--- config.mk ---
export PLATFORM = sky130hd
export DESIGN_NAME = fixed_div
export DESIGN_NICKNAME = d
export VERILOG_FILES = /design/src/rtl/fixed_div.sv
export SDC_FILE = /design/constraint.sdc
export NUM_CORES = 1
export LEC_CHECK = 0
export CAP_MARGIN = 0
export CELL_PAD_IN_SITES_DETAIL_PLACEMENT = 0
export CELL_PAD_IN_SITES_GLOBAL_PLACEMENT = 1
export CORE_ASPECT_RATIO = 0.75
export CORE_MARGIN = 4
export CORE_UTILIZATION = 42
export DETAILED_ROUTE_END_ITERATION = 8
export PLACE_DENSITY = 0.82
export SLEW_MARGIN = 25
export SYNTH_ARGS = -nofsm -noshare
export SYNTH_HDL_FRONTEND = slang
export SYNTH_SLANG_ARGS = --single-unit
--- constraint.sdc ---
create_clock -name clk -period 7.65 [get_ports clk]
set_input_delay 1.9125 -clock clk [delete_from_list [all_inputs] [get_ports clk]]
set_output_delay 1.9125 -clock clk [all_outputs]
set_load 0.03 [all_outputs]
--- src/rtl/fixed_div.sv ---
// Iterative signed fixed-point divider: result = a / b in Q(INT_DIGIT).(DECIMAL_DIGIT).
// Restoring division, one quotient bit per cycle, valid/ready handshake on both sides.
//
// Ports:
//   clk        rising-edge clock
//   rst        synchronous active-high reset
//   in_valid   operands valid          in_ready   idle, can accept
//   a, b       signed dividend/divisor (W bits)
//   out_valid  result valid (held)     out_ready  consumer accepts result
//   result     signed quotient (W bits)
//   overflow   quotient outside the W-bit signed range
//   div0       divisor was zero
//
// Build option:
//   FIXED_DIV_SAT_EN  saturate the result on overflow (default: keep low W bits).
module fixed_div #(
   parameter int INT_DIGIT     = 11,
   parameter int DECIMAL_DIGIT = 5
) (
   input  logic                               clk,
   input  logic                               rst,
   input  logic                               in_valid,
   output logic                               in_ready,
   input  logic [INT_DIGIT+DECIMAL_DIGIT-1:0] a,
   input  logic [INT_DIGIT+DECIMAL_DIGIT-1:0] b,
   output logic                               out_valid,
   input  logic                               out_ready,
   output logic [INT_DIGIT+DECIMAL_DIGIT-1:0] result,
   output logic                               overflow,
   output logic                               div0
);

   localparam int W  = INT_DIGIT + DECIMAL_DIGIT;
   localparam int F  = DECIMAL_DIGIT;
   localparam int N  = W + F;
   localparam int CW = $clog2(N);

   localparam logic [N-1:0] QPOS = N'((2 ** (W - 1)) - 1);
   localparam logic [N-1:0] QNEG = N'(2 ** (W - 1));
   localparam logic [W-1:0] SMAX = {1'b0, {(W - 1){1'b1}}};
   localparam logic [W-1:0] SMIN = {1'b1, {(W - 1){1'b0}}};

   typedef enum logic [1:0] {
      IDLE,
      CALC,
      DONE
   } state_t;

   state_t state;
   state_t state_n;

   logic [CW-1:0] cnt;
   logic [N-1:0]  dvd;
   logic [W:0]    rem;
   logic [W-1:0]  dsr;
   logic          sign;
   logic          bzero;

   logic [W-1:0]  abs_a;
   logic [W-1:0]  abs_b;

   logic [W+1:0]  rem_sh;
   logic          take;
   logic [W:0]    rem_n;
   logic [N-1:0]  dvd_n;

   logic [W-1:0]  qlo;
   logic [W-1:0]  res_n;
   logic          ovf_n;

   // ------------------------------------------------------------
   // FSM
   // ------------------------------------------------------------
   always_ff @(posedge clk) begin
      if (rst) begin
         state <= IDLE;
      end else begin
         state <= state_n;
      end
   end

   always_comb begin
      state_n   = state;
      in_ready  = 1'b0;
      out_valid = 1'b0;
      unique case (state)
         IDLE: begin
            in_ready = 1'b1;
            if (in_valid) begin
               state_n = CALC;
            end
         end
         CALC: begin
            if (cnt == '0) begin
               state_n = DONE;
            end
         end
         DONE: begin
            out_valid = 1'b1;
            if (out_ready) begin
               state_n = IDLE;
            end
         end
         default: begin
            state_n = IDLE;
         end
      endcase
   end

   // ------------------------------------------------------------
   // Operand magnitudes (unsigned, so -2^(W-1) maps to 2^(W-1))
   // ------------------------------------------------------------
   always_comb begin
      abs_a = a[W-1] ? -a : a;
      abs_b = b[W-1] ? -b : b;
   end

   // ------------------------------------------------------------
   // One restoring step: quotient bits shift into the dividend
   // register from the bottom as dividend bits leave at the top.
   // ------------------------------------------------------------
   always_comb begin
      rem_sh = {rem, dvd[N-1]};
      take   = (rem_sh >= {2'b00, dsr});
      if (take) begin
         rem_n = (W + 1)'(rem_sh - {2'b00, dsr});
      end else begin
         rem_n = rem_sh[W:0];
      end
      dvd_n = {dvd[N-2:0], take};
   end

   // ------------------------------------------------------------
   // Finalise from the completed quotient magnitude dvd_n.
   // Low W bits of the signed quotient are the negated low bits.
   // ------------------------------------------------------------
   always_comb begin
      qlo   = dvd_n[W-1:0];
      ovf_n = sign ? (dvd_n > QNEG) : (dvd_n > QPOS);
      res_n = sign ? -qlo : qlo;
`ifdef FIXED_DIV_SAT_EN
      if (ovf_n) begin
         res_n = sign ? SMIN : SMAX;
      end
`endif
      if (bzero) begin
         ovf_n = 1'b0;
         res_n = sign ? SMIN : SMAX;
      end
   end

   // ------------------------------------------------------------
   // Datapath registers
   // ------------------------------------------------------------
   always_ff @(posedge clk) begin
      if (rst) begin
         cnt      <= '0;
         dvd      <= '0;
         rem      <= '0;
         dsr      <= '0;
         sign     <= 1'b0;
         bzero    <= 1'b0;
         result   <= '0;
         overflow <= 1'b0;
         div0     <= 1'b0;
      end else begin
         if (state == IDLE && in_valid) begin
            cnt   <= CW'(N - 1);
            dvd   <= {abs_a, {F{1'b0}}};
            rem   <= '0;
            dsr   <= abs_b;
            sign  <= a[W-1] ^ b[W-1];
            bzero <= (b == '0);
         end else if (state == CALC) begin
            cnt <= cnt - CW'(1);
            dvd <= dvd_n;
            rem <= rem_n;
            if (cnt == '0) begin
               result   <= res_n;
               overflow <= ovf_n;
               div0     <= bzero;
            end
         end
      end
   end

endmodule

==> impl_metrics.py <==
metrics = {
    "logic_synthesis": {
        "synth_nets": 721,
        "syn_inst": 662,
        "syn-cell-area_sq_um": 5160,
        "ys_types": 64,
        "synth.area.mux_share": 0.0274,
        "synth.avg_cell_area_sq_um": 7.79,
        "yosysWarningCount": 0,
        "synth_adder_area_share": 0.0573,
        "synth_edf_count": 0,
        "synth_top_family_by_area": "compound AO/OA/AOI/OAI gates",
        "ys_async_sr_fraction": 0,
        "synthSimpleGateAreaFrac": 0.214,
        "synth-compound-area-share": 0.255,
        "synth_ff_type": "dfxtp_1",
        "seq_area_frac_synth": 0.314,
        "synthXorXnorAreaFrac": 0.0747,
        "ys_seq_elements": 81,
    },
    "floorplanning": {
        "rows": 34,
        "coreArea_sq_um": 11800,
        "num_io_pins": 56,
        "die_h_um": 104,
        "die-area_sq_um": 14100,
        "start_util": 0.438,
        "die_w_um": 136,
    },
    "setup_path": {
        "worstSetupStartpointType": "flop",
        "worstPathArrival_ns": 4.19,
        "crit_chain": "inv_1 -> ha_1 -> a211o_1 -> a211oi_2 -> o21bai_1 -> or3_1 -> nor2_4 -> ha_1 -> inv_1 -> o41ai_1 -> and2_1 -> nand2_1 -> xor2_1 -> a211oi_1",
        "path_class": "flop to flop",
        "crit_fanout": 12,
        "max_stage_delay_ns": 0.53,
        "cp-end-kind": "flop",
        "regToRegSetupSlack_ns": 3.71,
        "r2r-end": "result[10]",
        "reg2reg_depth": 14,
        "r2r-start": "dsr[11]",
        "crit_slowest_cell": "or3_1",
        "critPathRequiredTime_ns": 7.90,
    },
    "hold_path": {
        "hold_path_depth": 2,
        "hold_class": "flop to flop",
        "whs_endpoint": "result[0]",
        "hold_path.startpoint": "result[0]",
    },
    "final_layout": {
        "stdcell_count": 859,
        "final_cell_area_sq_um": 6090,
        "drive_gt1_frac": 0.0430,
        "final_common_cell": "dfxtp_1",
        "antenna_cells": 0,
        "final_util": 0.517,
        "final_cell_mix": "dfxtp_1, nor2_1, nand2_1",
        "final_nets": 751,
        "syn2layout_area_growth_pct": 18.0,
    },
    "timing": {
        "hold_ws_ns": 0.452,
        "fmax_mhz": 254,
        "post-route-period-util": 0.515,
        "tns_ns": 0,
        "setup_violations": 0,
        "fin_worst_skew_ns": 0.00512,
        "worst_slew_pin_slew_ns": 0.886,
        "maxSlewHeadroom": 0.407,
        "drv_slew": 0,
        "fin_crit_ns": 3.94,
        "rsz0062_at_grt": "false",
        "hold_violations": 0,
        "setup_ws_ns": 3.71,
    },
    "pwr": {
        "power.density_nw_per_um2": 267,
        "power_mw": 1.63,
        "leakage_nw": 2.27,
        "ir_drop_mv": 0.133,
    },
    "flow_run": {
        "drv_cap": 0,
    },
    "clocking": {
        "cts_max_level": 3,
        "clkSinkCount": 81,
        "cts-resized-gates": 0,
        "post_cts_buffers": 0,
        "cts_buffers": 9,
        "clk_path_buf_depth": 2,
        "insertion_delay_ns": 0.33,
        "cts.clk_slew.worst_paths_ns": 0.06,
        "cts_hold_buf": 0,
        "cts_tree": "done",
        "clockRootBuffer": "clkbuf_16",
    },
    "global_route": {
        "grt_use_total": 0.184,
        "grt_pass1_vias": 4425,
        "grt_pass1_wl_um": 21700,
        "antenna_found_initial": 0,
        "grt-ovfl-total": 0,
        "grt_max_degree": 54,
    },
    "placement": {
        "dp_worst_setup_slack_ns": 3.40,
        "io_buffer_count": 55,
        "placed_area_sq_um": 5780,
        "dp.cells": 843,
        "gp_congestion": 0.822,
        "dp_hpwl_um": 9440,
    },
    "detailed_routing": {
        "drtIter0Drc": 314,
        "vias": 4814,
        "routed_wl_um": 12900,
        "ant_nets": 0,
        "drc": 0,
        "via_per_inst": 5.60,
        "first_pass_iters": 5,
        "wire_per_inst_um": 15.1,
    },
    "outcome": {
        "status": "finished, final reports clean",
    },
}
## where the power goes
part / total, mW / switching [mW] / internal (mW)
clock network: 0.450 / 0.164 / 0.286
registers: 0.511 / 0.0426 / 0.469
logic: 0.666 / 0.400 / 0.267
total: 1.63 / 0.607 / 1.02
## metal layers
metal  share of wire  track usage
met5               0            0
met4          0.0089       0.0518
met3           0.051       0.0343
met2            0.40        0.261
met1            0.54        0.280
## cell families after synthesis
logic type | Yosys count
and+or+nand+nor | 231
DFF | 81
buffers and inverters | 73
adders and majority gates | 23
xor gates and xnor gates | 44
AOI/OAI and AO/OA | 196
muxes | 14
## worst max path at each step
stage            start    endpoint  slack (ns)  cells after the start
2_1_floorplan     b[8]     dsr[14]        3.98                      6
3_3_place_gp      b[8]     dsr[14]        3.43                      7
3_5_place_dp      b[8]     dsr[14]        3.40                      7
4_1_cts        dsr[11]  result[10]        3.71                     14
5_1_grt        dsr[11]  result[10]        3.30                     14
6_report       dsr[11]  result[10]        3.71                     14
## registers in the layout (all words and copies together) (netlist names)
| signal | cells |
|---|---|
| sign | 1 |
| overflow | 1 |
| result | 16 |
| bzero | 1 |
| cnt | 5 |
| rem | 17 |
| div0 | 1 |
| state | 2 |
| dvd | 21 |
| dsr | 16 |
## cell usage after synthesis, drive strengths merged, types with 9 or more instances
cell type  instances  area (sq um)
a22oi             10          75.1
clkbuf            35           131
inv               31           116
ha                22           275
mux2i             13           130
a21oi             58           290
o21ai             35           175
nor3              24           120
nand2             60           225
nor2              75           289
o31ai             11          87.6
or3               13          81.3
xnor2             21           184
a211oi            28           220
nand2b            10          62.6
dfxtp             81          1620
nand3              9          45.0
xor2              23           201
## area by class of cell
type                            count  area [sq um]
Multi-Input combinational cell    508          3250
Sequential cell                    81          1620
Tap cell                          162           203
Clock inverter                      3          65.1
Timing Repair Buffer               61           591
Clock buffer                       13           240
Inverter                           31           116
Fill cell                        1157          5700
## critical path, delay by kind of cell (launching register included)
family | cells | cell delay, ns
buf+inv | 2 | 0.16
simple gates | 4 | 1.23
xor+xnor | 1 | 0.16
flops | 1 | 0.33
compound gates | 5 | 1.35
fa+ha+maj | 2 | 0.62
Power figures use the tool's default switching activity.
